File: config.mk
export PLATFORM = sky130hd
export DESIGN_NAME = rv32_mul_seq
export DESIGN_NICKNAME = d
export VERILOG_FILES = /design/src/rtl/rv32_mul_seq.sv
export SDC_FILE = /design/constraint.sdc
export NUM_CORES = 1
export LEC_CHECK = 0
export BUFFER_PORTS_ARGS = -buffer_cell sky130_fd_sc_hd__buf_2
export CAP_MARGIN = 20
export CORE_ASPECT_RATIO = 1.25
export CORE_MARGIN = 4
export CORE_UTILIZATION = 30
export CTS_CLUSTER_SIZE = 16
export DETAILED_ROUTE_END_ITERATION = 7
export MAX_ROUTING_LAYER = met4
export SLEW_MARGIN = 20
export SYNTH_ARGS = -nofsm -noshare
export SYNTH_HDL_FRONTEND = slang
export SYNTH_SLANG_ARGS = --single-unit
File: constraint.sdc
create_clock -name clk -period 6.4 [get_ports clk]
set_input_delay 0.32 -clock clk [delete_from_list [all_inputs] [get_ports clk]]
set_output_delay 0.32 -clock clk [all_outputs]
set_load 0.01 [all_outputs]
File: src/rtl/rv32_mul_seq.sv
// rv32_mul_seq: sequential radix-2 shift-add multiplier for the RV32 M-extension
// multiply group (MUL/MULH/MULHSU/MULHU). Operands are converted to magnitudes
// on acceptance, multiplied unsigned over 32 CALC cycles, then the sign is
// re-applied in a single SIGN cycle before the result word is published in DONE.
module rv32_mul_seq (
    input  logic        clk,
    input  logic        rst,
    input  logic        start,
    input  logic [1:0]  op,
    input  logic [31:0] rs1_data,
    input  logic [31:0] rs2_data,
    input  logic        flush,
    output logic        busy,
    output logic        done,
    output logic [31:0] result
);

    typedef enum logic [1:0] {
        MUL_OP    = 2'b00,
        MULH_OP   = 2'b01,
        MULHSU_OP = 2'b10,
        MULHU_OP  = 2'b11
    } mul_op_t;

    typedef enum logic [1:0] {
        IDLE = 2'b00,
        CALC = 2'b01,
        SIGN = 2'b10,
        DONE = 2'b11
    } state_t;

    // Magnitude of a possibly signed operand; 0x80000000 maps to itself as unsigned.
    function automatic logic [31:0] f_abs(input logic [31:0] x, input logic is_signed);
        logic [31:0] mag;
        if (is_signed && x[31]) begin
            mag = (~x) + 32'd1;
        end else begin
            mag = x;
        end
        return mag;
    endfunction

    state_t      r_state;
    state_t      w_state_fsm;
    state_t      w_state_nxt;
    mul_op_t     r_op;
    mul_op_t     w_op_in;
    logic [31:0] r_mcand;
    logic [31:0] r_mplier;
    logic [63:0] r_acc;
    logic [4:0]  r_cnt;
    logic        r_neg;
    logic        r_busy;
    logic        r_done;
    logic [31:0] r_result;

    logic        w_a_signed;
    logic        w_b_signed;
    logic [32:0] w_sum;
    logic [63:0] w_acc_step;
    logic [63:0] w_acc_sign;

    assign w_op_in    = mul_op_t'(op);
    assign w_a_signed = (w_op_in == MULH_OP) || (w_op_in == MULHSU_OP);
    assign w_b_signed = (w_op_in == MULH_OP);

    // One shift-add step: add multiplicand into the upper 33 bits when the multiplier LSB is set, then shift right.
    always_comb begin
        w_sum      = {1'b0, r_acc[63:32]} + {1'b0, (r_mplier[0] ? r_mcand : 32'd0)};
        w_acc_step = {w_sum, r_acc[31:1]};
        w_acc_sign = r_neg ? ((~r_acc) + 64'd1) : r_acc;
    end

    // Sequencing of the multiply without regard to flush.
    always_comb begin
        w_state_fsm = r_state;
        case (r_state)
            IDLE: begin
                if (start) begin
                    w_state_fsm = CALC;
                end else begin
                    w_state_fsm = IDLE;
                end
            end
            CALC: begin
                if (r_cnt == 5'd31) begin
                    w_state_fsm = SIGN;
                end else begin
                    w_state_fsm = CALC;
                end
            end
            SIGN:    w_state_fsm = DONE;
            DONE:    w_state_fsm = IDLE;
            default: w_state_fsm = IDLE;
        endcase
    end

    // Flush overrides every transition and returns the unit to IDLE.
    always_comb begin
        w_state_nxt = IDLE;
        if (flush) begin
            w_state_nxt = IDLE;
        end else begin
            w_state_nxt = w_state_fsm;
        end
    end

    // State register plus registered busy/done decoded from the next state.
    always_ff @(posedge clk or posedge rst) begin
        if (rst) begin
            r_state <= IDLE;
            r_busy  <= 1'b0;
            r_done  <= 1'b0;
        end else begin
            r_state <= w_state_nxt;
            r_busy  <= (w_state_nxt != IDLE);
            r_done  <= (w_state_nxt == DONE);
        end
    end

    // Operand capture, shift-add datapath, sign fix-up and result publication.
    always_ff @(posedge clk or posedge rst) begin
        if (rst) begin
            r_op     <= MUL_OP;
            r_mcand  <= 32'd0;
            r_mplier <= 32'd0;
            r_acc    <= 64'd0;
            r_cnt    <= 5'd0;
            r_neg    <= 1'b0;
            r_result <= 32'd0;
        end else begin
            case (r_state)
                IDLE: begin
                    if (start && !flush) begin
                        r_op     <= w_op_in;
                        r_mcand  <= f_abs(rs1_data, w_a_signed);
                        r_mplier <= f_abs(rs2_data, w_b_signed);
                        r_neg    <= (w_a_signed & rs1_data[31]) ^ (w_b_signed & rs2_data[31]);
                        r_acc    <= 64'd0;
                        r_cnt    <= 5'd0;
                    end
                end
                CALC: begin
                    r_acc    <= w_acc_step;
                    r_mplier <= {1'b0, r_mplier[31:1]};
                    r_cnt    <= r_cnt + 5'd1;
                end
                SIGN: begin
                    r_acc <= w_acc_sign;
                    // An aborted op must leave the previous result visible.
                    if (!flush) begin
                        r_result <= (r_op == MUL_OP) ? w_acc_sign[31:0] : w_acc_sign[63:32];
                    end
                end
                default: begin
                    r_acc <= r_acc;
                end
            endcase
        end
    end

    assign busy   = r_busy;
    assign done   = r_done;
    assign result = r_result;

endmodule

==> results.toml, run 1 <==
[logic_synthesis]
synth-adder-area-share_pct = 4.51
ys_top_cells_by_area = "sky130_fd_sc_hd__dfrtp_1 (36%), sky130_fd_sc_hd__nand2_1 (7.2%), sky130_fd_sc_hd__o21ai_0 (6.5%)"
yosys.cell_types.count = 72
synth_fp_nets = 1590
synthMostInstantiatedCell = "sky130_fd_sc_hd__nand2_1"
syn_inst_count = 1477
netlist_area_before_placement_um2 = 12100
synth_compound_area_share_pct = 24.2
synth.mux.area_fraction_pct = 1.17
synth_ff_type = "sky130_fd_sc_hd__dfrtp_1"
number_of_enable_flip_flop_cells_after_synthesis = 0
seq_area_frac_synth_pct = 35.6
synthTopCellsByCount = "sky130_fd_sc_hd__nand2_1 (231), sky130_fd_sc_hd__dfrtp_1 (172), sky130_fd_sc_hd__o21ai_0 (158)"
yosysTopAreaCell = "sky130_fd_sc_hd__dfrtp_1"
synth-warning-count = 0
synthArstFlopShare_pct = 100
largest_family_of_logic_cells_by_synthesized_area = "compound AO/OA/AOI/OAI gates"
synth_top_area_share_pct = 35.6
synthXorXnorAreaFrac_pct = 10.8
syn-mean-instance-area_um2 = 8.18
synth-simple-area-share_pct = 20.0
flop_and_latch_count_out_of_synthesis = 172

[cells_and_area]
num-fill-cells = 4064
syn_to_final_growth_pct = 12.6
insertedDiodeCount = 0
final_layout_size_suffix_gt1_share_pct = 11.7
layout.cells.non_filler = 2038
fin_area_um2 = 13600
fin_util_pct = 34.5
layout.nets = 1640

[drt]
vias = 10800
route.detailed.drc = 0
vias_per_cell = 5.28
antenna_violating_nets_post_route = 0
routedWlPerCell_um = 16.8
first_pass_iters = 5
totalWireLength_mm = 34.3
drt_iter0_drcs = 878

[timing]
rsz0062_at_grt = "false"
finalCritPeriodShare_pct = 55.4
worst_slew_pin_slew_ns = 0.942
setup_skew_after_layout_ns = 0.0125
slew-limit-headroom_pct = 37.2
setup-tns-final_ns = 0
fin_hold_ws_ns = 0.0830
timing.fmax_mhz = 282
postLayoutSetupSlackWorst_ns = 2.85
min_period_ns = 3.55
final-setup-viol-count = 0
final_max_slew_viols = 0
hold_viol = 0

[status]
status = "finished, final reports clean"

[power]
power.clock.fraction_pct = 33.2
ir_drop_worst_case_vdd_uv = 185
switching_power_mw = 1.02
comb_power_share_pct = 25.4
seqPwrFrac_pct = 41.5
cellPowerDensity_nw_per_um2 = 224
total_leakage_power_nw = 6.17
cell_internal_power_mw = 2.03
report.power.total_mw = 3.04
switching_share_pct = 33.4

[cts]
clock_latency_ns = 0.44
clock_tree.buffer_depth = 2
cts.clk_slew.worst_paths_ns = 0.07
cts-buffers-inserted = 17
post_cts_hold_buffer_count = 0
clock-root-buffer = "sky130_fd_sc_hd__clkbuf_16"
cts_tree = "built"
h-tree-depth = 4
post_cts_buffers = 0
postCtsResizedCells = 0
clkSinkCount = 172

[grt]
first_global_vias = 10600
grt_overflow_total = 0
grt_max_degree = 103
global_route.usage.total_pct = 16.1
grt_antenna_before_repair = 0
grt_first_pass_wirelength_mm = 56.3

[die]
die-height_um = 232
die_area_um2 = 43600
die_width_um = 188
placement_rows = 81
io_pins = 104
starting_density_of_the_core_pct = 30.7
fp.coreArea_um2 = 39400

[setup_path]
timing.critical_path.from_type = "flip-flop"
crit_arrival_ns = 3.85
path_max_fanout = 33
critical_path_data_required_time_ns = 6.71
worst_setup_path_end_kind = "flip-flop"
critical_path_class = "reg -> reg"

[place]
preCtsSetupSlack_ns = 2.87
port_bufs = 103
dp_hpwl_mm = 24.9
dp.cells = 2005
gp_congestion = 0.869
placement_cell_area_um2 = 13000

[run]
maxCapViolations = 0

[worst_hold_path]
hold_class = "in -> async"
registers in the layout, indices dropped and copies added, names as in the netlist:
name	count
busy	1
done	1
r_acc	64
r_cnt	5
r_mcand	32
r_mplier	32
r_neg	1
r_op	2
r_state	2
result	32
worst max-delay path: stages, from the launching register on:
cell,delay [ns]
sky130_fd_sc_hd__dfrtp_1,0.79
sky130_fd_sc_hd__and2_1,0.25
sky130_fd_sc_hd__ha_1,0.17
sky130_fd_sc_hd__inv_1,0.05
sky130_fd_sc_hd__fa_1,0.39
sky130_fd_sc_hd__nand2b_1,0.19
sky130_fd_sc_hd__a21oi_1,0.20
sky130_fd_sc_hd__o211ai_1,0.23
sky130_fd_sc_hd__a21oi_1,0.29
sky130_fd_sc_hd__o2111ai_1,0.16
sky130_fd_sc_hd__a31oi_1,0.30
sky130_fd_sc_hd__xor2_1,0.11
sky130_fd_sc_hd__a22oi_1,0.20
sky130_fd_sc_hd__o31ai_1,0.09
cell type report:
type	instances	area [µm²]	share of cell area, %
clock buffers	23	468	3.44
clock inverters	9	87.6	0.644
inverters	34	133	0.975
multi-input cells	1187	7370	54.2
flip-flops and latches	172	4310	31.6
well taps	498	623	4.58
repair buffers	115	613	4.51
worst paths after layout:
check	slack (ns)	cells after the start	to	start
setup reg to reg	2.85	13	r_acc[59]	r_mplier[0]
max in group asynchronous	4.81	3	result[8]	rst
min in group clk	0.14	2	r_op[0]	op[0]
hold reg to reg	0.47	2	r_mplier[31]	r_mplier[31]
hold / removal	0.08	2	r_mplier[31]	rst
setup / recovery	2.85	13	r_acc[59]	r_mplier[0]
routing by layer:
metal,part of all wire [%],global-route usage [%],routed length (µm),vias up
met5,0,-,0,-
met4,2.0,4.98,679,0
met3,4.1,2.31,1420,33
met2,46,25.3,15900,231
met1,48,21.5,16300,5131
li1,-,-,-,5358
cells in the final DEF, fill, tap and decap left out, drive strengths merged, types with 5 or more instances in the layout:
cell      n
a22oi    29
or4      17
nor3     33
a21oi   129
nand2   231
a21o     23
mux2i    13
nor4     14
or3      10
and3      6
o41ai    17
nand3b    5
nand2b   11
dfrtp   172
ha       42
xnor2    75
buf     115
a32oi     6
o21ai   182
xor2     74
and2     37
clkbuf   23
o31ai    29
nor3b     7
a221o    11
a31oi     7
nand4    11
or2       6
inv      34
nor2     97
nand3    17
nor2b     7
power by group through the flow:
stage               Combinational, mW  Sequential, mW  Clock (mW)
floorplan                       0.567            1.25           0
global placement                0.755            1.28           0
detailed placement              0.768            1.28           0
CTS                             0.770            1.26        1.03
global route                    0.868            1.28        1.08
finish                          0.771            1.26        1.01
logic make-up after synthesis:
family | Yosys count
mux | 14
fa+ha+maj | 43
flops | 172
compound gates | 469
xor+xnor | 149
buf+inv | 118
simple gates | 512
No activity file was read; power rests on OpenSTA's default activity.
==> inputs of run 2 (changes only) <==
--- a/config.mk
+++ b/config.mk
@@ -5,6 +5,7 @@
 export SDC_FILE = /design/constraint.sdc
 export NUM_CORES = 1
 export LEC_CHECK = 0
+export ABC_AREA = 1
 export BUFFER_PORTS_ARGS = -buffer_cell sky130_fd_sc_hd__buf_2
 export CAP_MARGIN = 20
 export CORE_ASPECT_RATIO = 1.25
==> constraint.sdc (replaced) <==
create_clock -name clk -period 3.7 [get_ports clk]
set_input_delay 0.185 -clock clk [delete_from_list [all_inputs] [get_ports clk]]
set_output_delay 0.185 -clock clk [all_outputs]
set_load 0.01 [all_outputs]
==> run 2 against run 1 <==
Final cell count rose by 55%. Register-to-register slack worse by 1.9 ns. Synthesized area rose by 21%. Critical endpoint is now r_acc[63]. Global-route usage rose by 3.8 points. Worst hold slack lost 0.056 ns. Clock skew increased by 0.0039 ns. Synthesized cell count rose by 64%.
==> results.toml, run 2 <==
[status]
status = "finished, final reports clean"

[logic_synthesis]
synth_top_area_share_pct = 29.5
yosys.cell_types.count = 48
syn_inst_count = 2424
seq_area_frac_synth_pct = 29.5
synth_fp_nets = 2537
synth_ff_type = "sky130_fd_sc_hd__dfrtp_1"
ys_top_cells_by_area = "sky130_fd_sc_hd__dfrtp_1 (30%), sky130_fd_sc_hd__nand2_1 (24%), sky130_fd_sc_hd__inv_1 (7.7%)"
yosysTopAreaCell = "sky130_fd_sc_hd__dfrtp_1"
syn-mean-instance-area_um2 = 6.01
flop_and_latch_count_out_of_synthesis = 172
synthTopCellsByCount = "sky130_fd_sc_hd__nand2_1 (942), sky130_fd_sc_hd__inv_1 (299), sky130_fd_sc_hd__nor2_1 (266)"
number_of_enable_flip_flop_cells_after_synthesis = 0
synth-warning-count = 0
netlist_area_before_placement_um2 = 14600
synthMostInstantiatedCell = "sky130_fd_sc_hd__nand2_1"
synthArstFlopShare_pct = 100

[timing]
final_max_slew_viols = 0
setup-tns-final_ns = 0
hold_viol = 0
rsz0062_at_grt = "false"
final-setup-viol-count = 0
min_period_ns = 2.78
worst_slew_pin_slew_ns = 0.945
timing.fmax_mhz = 360
slew-limit-headroom_pct = 36.9
postLayoutSetupSlackWorst_ns = 0.921
finalCritPeriodShare_pct = 75.1
setup_skew_after_layout_ns = 0.0164

[setup_path]
slowest_delay_ns = 0.67
critical_path_data_required_time_ns = 4.10
worst_setup_path_end_kind = "flip-flop"
timing.critical_path.from_type = "flip-flop"
path_max_fanout = 16
cpMaxStageDelayCell = "sky130_fd_sc_hd__dfrtp_1"
crit_arrival_ns = 3.18
critical_path_class = "reg -> reg"
critical_path.most_common_cell = "sky130_fd_sc_hd__nand2_1"
timing.critical_path.cells = "nand2_1, inv_1, ha_1, inv_1, fa_1, inv_1, nand3_1, nand3_1, nand2_1, nand2_1, nand2_1, nand3_1, nand2_1, inv_1, o21ai_0, nand3_1"

[grt]
first_global_vias = 14700
grt_busiest_layer = "met2"
gr-usage-met3_pct = 2.06
grt_first_pass_wirelength_mm = 79.6
groute.layer.met2.usage_pct = 33.3
grt_antenna_before_repair = 0
grt_overflow_total = 0
global_route.usage.total_pct = 19.8
grt_use_met1_pct = 24.5
grt_max_degree = 87

[drt]
routedWlPerCell_um = 15.9
first_pass_iters = 5
antenna_violating_nets_post_route = 0
vias_per_cell = 4.83
drt_iter0_drcs = 848
totalWireLength_mm = 49.9
route.detailed.drc = 0
vias = 15200

[cts]
clock_latency_ns = 0.47
clock-root-buffer = "sky130_fd_sc_hd__clkbuf_16"
cts-buffers-inserted = 17
cts.clk_slew.worst_paths_ns = 0.07
post_cts_buffers = 0
cts_tree = "built"
h-tree-depth = 4
clkSinkCount = 172
clock_tree.buffer_depth = 2

[power]
cell_internal_power_mw = 5.12
comb_power_share_pct = 55.3
seqPwrFrac_pct = 27.8
ir_drop_worst_case_vdd_uv = 410
report.power.total_mw = 10.3
total_leakage_power_nw = 9.19
power.clock.fraction_pct = 16.9
switching_power_mw = 5.20
cellPowerDensity_nw_per_um2 = 632
switching_share_pct = 50.4

[cells_and_area]
most_used_cells_in_the_layout_excluding_fill_and_tap_cells = "sky130_fd_sc_hd__nand2_1 (942), sky130_fd_sc_hd__inv_1 (298), sky130_fd_sc_hd__nor2_1 (263), sky130_fd_sc_hd__nand3_1 (172), sky130_fd_sc_hd__dfrtp_1 (171)"
layout.nets = 2605
max_flop_register = "r_acc"
syn_to_final_growth_pct = 12.0
final_layout_size_suffix_gt1_share_pct = 8.98
layout.cells.non_filler = 3149
most_frequent_standard_cell_in_the_layout_excluding_fill_and_tap_cells = "sky130_fd_sc_hd__nand2_1"
insertedDiodeCount = 0
largest_reg_flops = 64

[die]
fp.coreArea_um2 = 48200
placement_rows = 90
die_area_um2 = 52200
starting_density_of_the_core_pct = 30.2
die_width_um = 205
io_pins = 104
die-height_um = 254

[run]
maxCapViolations = 0

[place]
port_bufs = 103
dp_hpwl_mm = 39.3
preCtsSetupSlack_ns = 0.939
gp_congestion = 0.958
dp.cells = 3112

[worst_hold_path]
hold_class = "in -> reg"
run 2: cell types whose count changed after synthesis, moves of 47 or more:
| cell | previous run | this run |
|---|---|---|
| sky130_fd_sc_hd__a21oi_1 | 129 | 79 |
| sky130_fd_sc_hd__inv_1 | 33 | 299 |
| sky130_fd_sc_hd__o21ai_0 | 158 | 111 |
| sky130_fd_sc_hd__nand3_1 | 16 | 172 |
| sky130_fd_sc_hd__nor2_1 | 97 | 266 |
| sky130_fd_sc_hd__xnor2_1 | 75 | 6 |
| sky130_fd_sc_hd__nand2_1 | 231 | 942 |
run 2: through the flow:
stage	cell area, µm²	hold WS, ns	utilization, %
after floorplan	14600	0.295	-
after global placement	15700	0.244	32.6
after detailed placement	15700	0.242	32.6
after CTS	16300	0.0000418	33.8
after global routing	16300	0.0506	33.9
final	16300	0.0268	33.9
run 2: cells by family after synthesis:
group	after synthesis	synth area share, %
AND/OR/NAND/NOR	1486	42.0
buffers and inverters	383	10.1
AO/OA/AOI/OAI	291	11.7
flip-flops	172	29.5
XOR/XNOR	49	2.94
adder cells (fa/ha/maj)	43	3.74
run 2: what timing repair did:
| item | 4_1_cts | 5_1_grt |
|---|---|---|
| resized for setup | 0 | 0 |
| hold buffers | 4 | 0 |
| endpoints found under the hold margin | 19 | 0 |
run 2: layout make-up:
class	instances	area (µm²)
fillers	5568	31900
multi-input cells	1869	8820
flip-flops and latches	172	4310
inverters	308	1160
well taps	644	806
repair buffers	124	703
clock buffers	19	443
clock inverters	13	92.6
run 2: critical path: cells and delay by family, from the launching register on:
kind | cells | cell delay, ns
flops | 1 | 0.67
fa+ha+maj | 2 | 0.59
buf+inv | 4 | 0.39
simple gates | 9 | 0.99
compound gates | 1 | 0.08
run 2: power by group through the flow:
stage,registers (mW),clock network (mW),logic [mW]
after floorplan,2.79,0,3.98
after global placement,2.90,0,5.65
after detailed placement,2.90,0,5.69
after CTS,2.87,1.78,5.71
after global routing,2.94,1.85,6.50
final,2.87,1.74,5.71
run 2: path summary, 6_finish.rpt:
kind                                    from           end  slack (ns)  depth (start not counted)
worst max-delay path             r_mplier[0]     r_acc[63]        0.92                         16
worst min-delay path            rs1_data[20]   r_mcand[20]        0.03                          3
worst max register to register   r_mplier[0]     r_acc[63]        0.92                         16
worst min register to register    result[22]    result[22]        0.48                          2
max in group asynchronous                rst         r_neg        2.48                          4
min in group asynchronous                rst  r_mplier[10]        0.31                          3
run 2: metal layers:
| metal | up-vias | part of all wire (%) |
|---|---|---|
| li1 | 7783 | - |
| met1 | 6924 | 43 |
| met2 | 402 | 49 |
| met3 | 100 | 4.3 |
| met4 | 0 | 4.0 |
| met5 | - | 0 |
==> inputs of run 3 (changes only) <==
==> constraint.sdc (replaced) <==
create_clock -name clk -period 2.9 [get_ports clk]
set_input_delay 0.145 -clock clk [delete_from_list [all_inputs] [get_ports clk]]
set_output_delay 0.145 -clock clk [all_outputs]
set_load 0.01 [all_outputs]
==> run 3 against run 2 <==
Flip-flop and latch count unchanged. Core utilization is 0.66 points higher. Worst hold slack worse by 0.0063 ns. Final cell count up 0.79%.
==> results.toml, run 3 (synthesized netlist as in run 2, its figures left out) <==
[place]
port_bufs = 103
gp_congestion = 0.979
dp_hpwl_mm = 39.3
preCtsSetupSlack_ns = 0.422

[cells_and_area]
multiInputGateArea_um2 = 8820
layout.nets = 2630
layout.area.seq_um2 = 4310
num-fill-cells = 5503
most_used_cells_in_the_layout_excluding_fill_and_tap_cells = "sky130_fd_sc_hd__nand2_1 (942), sky130_fd_sc_hd__inv_1 (297), sky130_fd_sc_hd__nor2_1 (263), sky130_fd_sc_hd__nand3_1 (172), sky130_fd_sc_hd__dfrtp_1 (171)"
largest_reg_flops = 64
syn_to_final_growth_pct = 14.2
most_frequent_standard_cell_in_the_layout_excluding_fill_and_tap_cells = "sky130_fd_sc_hd__nand2_1"
final_layout_size_suffix_gt1_share_pct = 9.41
max_flop_register = "r_acc"
insertedDiodeCount = 0

[timing]
worst_slew_pin_slew_ns = 0.876
final-setup-viol-count = 0
rsz0062_at_grt = "false"
slew-limit-headroom_pct = 41.5
final_max_slew_viols = 0
timing.fmax_mhz = 398
setup-tns-final_ns = 0
hold_viol = 0
postLayoutSetupSlackWorst_ns = 0.389
finalCritPeriodShare_pct = 86.6
setup_skew_after_layout_ns = 0.0128
min_period_ns = 2.51

[cts]
cts-buffers-inserted = 17
post_cts_buffers = 0
clkSinkCount = 172
h-tree-depth = 4
clock_latency_ns = 0.48
cts.clk_slew.worst_paths_ns = 0.07
clock_tree.buffer_depth = 2
post_cts_hold_buffer_count = 18
clock-root-buffer = "sky130_fd_sc_hd__clkbuf_16"
postCtsResizedCells = 0
cts_tree = "built"

[status]
status = "finished, final reports clean"

[die]
fp.coreArea_um2 = 48200
placement_rows = 90
starting_density_of_the_core_pct = 30.2
die_width_um = 205
die_area_um2 = 52200
io_pins = 104
die-height_um = 254

[setup_path]
timing.critical_path.from_type = "flip-flop"
crit_start = "r_mplier[0]"
critical_path_class = "reg -> reg"
crit_arrival_ns = 2.88
critical_path_data_required_time_ns = 3.27
timing.rr.start = "r_mplier[0]"
worst_setup_path_end_kind = "flip-flop"
path_max_fanout = 22

[run]
maxCapViolations = 0

[drt]
vias_per_cell = 4.84
route.detailed.drc = 0
totalWireLength_mm = 49.7
vias = 15400
drt_iter0_drcs = 1131
antenna_violating_nets_post_route = 0
routedWlPerCell_um = 15.6
first_pass_iters = 5

[power]
switching_share_pct = 49.7
switching_power_mw = 6.70
comb_power_share_pct = 54.9
cellPowerDensity_nw_per_um2 = 810
cell_internal_power_mw = 6.78
ir_drop_worst_case_vdd_uv = 578
total_leakage_power_nw = 9.35
seqPwrFrac_pct = 26.9
power.clock.fraction_pct = 18.2

[grt]
grt_first_pass_wirelength_mm = 79.2
first_global_vias = 14600
global_route.usage.total_pct = 19.7
grt_max_degree = 74
grt_antenna_before_repair = 0
grt_overflow_total = 0

[worst_hold_path]
hold_class = "in -> reg"
holdCritStartpoint = "rs1_data[29]"
-- run 3: cell types whose count changed in the layout (fill, tap and decap cells not counted), moves of 3 or more --
| cell | before | now |
|---|---|---|
| sky130_fd_sc_hd__clkinv_4 | 0 | 3 |
| sky130_fd_sc_hd__buf_12 | 1 | 4 |
| sky130_fd_sc_hd__clkinv_2 | 4 | 0 |
| sky130_fd_sc_hd__dlygate4sd3_1 | 4 | 18 |
| sky130_fd_sc_hd__buf_4 | 15 | 24 |
| sky130_fd_sc_hd__inv_8 | 0 | 3 |
-- run 3: area by class of cell --
| cell class | instances | area share (%) |
|---|---|---|
| Multi-Input combinational cell | 1869 | 53.0 |
| Clock inverter | 15 | 1.07 |
| Clock buffer | 17 | 2.56 |
| Sequential cell | 172 | 25.9 |
| Tap cell | 644 | 4.84 |
| Inverter | 308 | 6.97 |
| Timing Repair Buffer | 149 | 5.74 |
-- run 3: stage by stage --
| stage | cell area [µm²] | utilization, % | power (mW) | hold WS, ns | cells |
|---|---|---|---|---|---|
| finish | 16600 | 34.5 | 13.5 | 0.0205 | 3174 |
| CTS | 16600 | 34.5 | 13.5 | 0.00554 | 3174 |
| floorplan | 14600 | - | 8.64 | 0.255 | 2424 |
| global route | 16600 | 34.5 | 14.7 | 0.0378 | 3174 |
| global placement | 15900 | 32.9 | 11.0 | 0.186 | 3124 |
| detailed placement | 15900 | 32.9 | 11.0 | 0.188 | 3124 |
-- run 3: worst paths after layout --
| check | to | slack, ns | cells after the start |
|---|---|---|---|
| max | r_acc[55] | 0.39 | 18 |
| min | r_mcand[29] | 0.02 | 5 |
| max reg2reg | r_acc[55] | 0.39 | 18 |
| min reg2reg | result[0] | 0.48 | 2 |
| max in group asynchronous | r_mcand[2] | 1.77 | 4 |
| min in group asynchronous | r_mplier[8] | 0.23 | 3 |
-- run 3: per-layer routing --
metal	GRT usage, %	vias to the layer above	routed length [µm]
met5	-	-	0
met4	8.69	0	2070
met3	2.42	100	2120
met2	32.3	417	24000
met1	24.6	7010	21500
li1	-	7839	-
-- run 3: power groups by stage --
stage                     clock, mW  sequential, mW  combinational, mW
after detailed placement          0            3.67               7.35
final                          2.45            3.62               7.40
after global routing           2.60            3.71               8.40
after CTS                      2.50            3.62               7.39
after floorplan                   0            3.56               5.08
after global placement            0            3.67               7.30
-- run 3: worst max-delay path, stage by stage, from the launching register on --
cell and delay [ns]:
sky130_fd_sc_hd__dfrtp_1 0.34, sky130_fd_sc_hd__buf_4 0.24, sky130_fd_sc_hd__nand2_1 0.07, sky130_fd_sc_hd__inv_1 0.06, sky130_fd_sc_hd__ha_1 0.19, sky130_fd_sc_hd__inv_1 0.07
sky130_fd_sc_hd__fa_1 0.35, sky130_fd_sc_hd__inv_1 0.11, sky130_fd_sc_hd__nand3_1 0.08, sky130_fd_sc_hd__nand3_1 0.16, sky130_fd_sc_hd__nand2_1 0.09, sky130_fd_sc_hd__nand2_1 0.12
sky130_fd_sc_hd__nand2_1 0.11, sky130_fd_sc_hd__nand3_1 0.12, sky130_fd_sc_hd__nand2_1 0.05, sky130_fd_sc_hd__nand3_1 0.07, sky130_fd_sc_hd__nand2_1 0.05, sky130_fd_sc_hd__nand2_1 0.05
sky130_fd_sc_hd__nand2_1 0.05
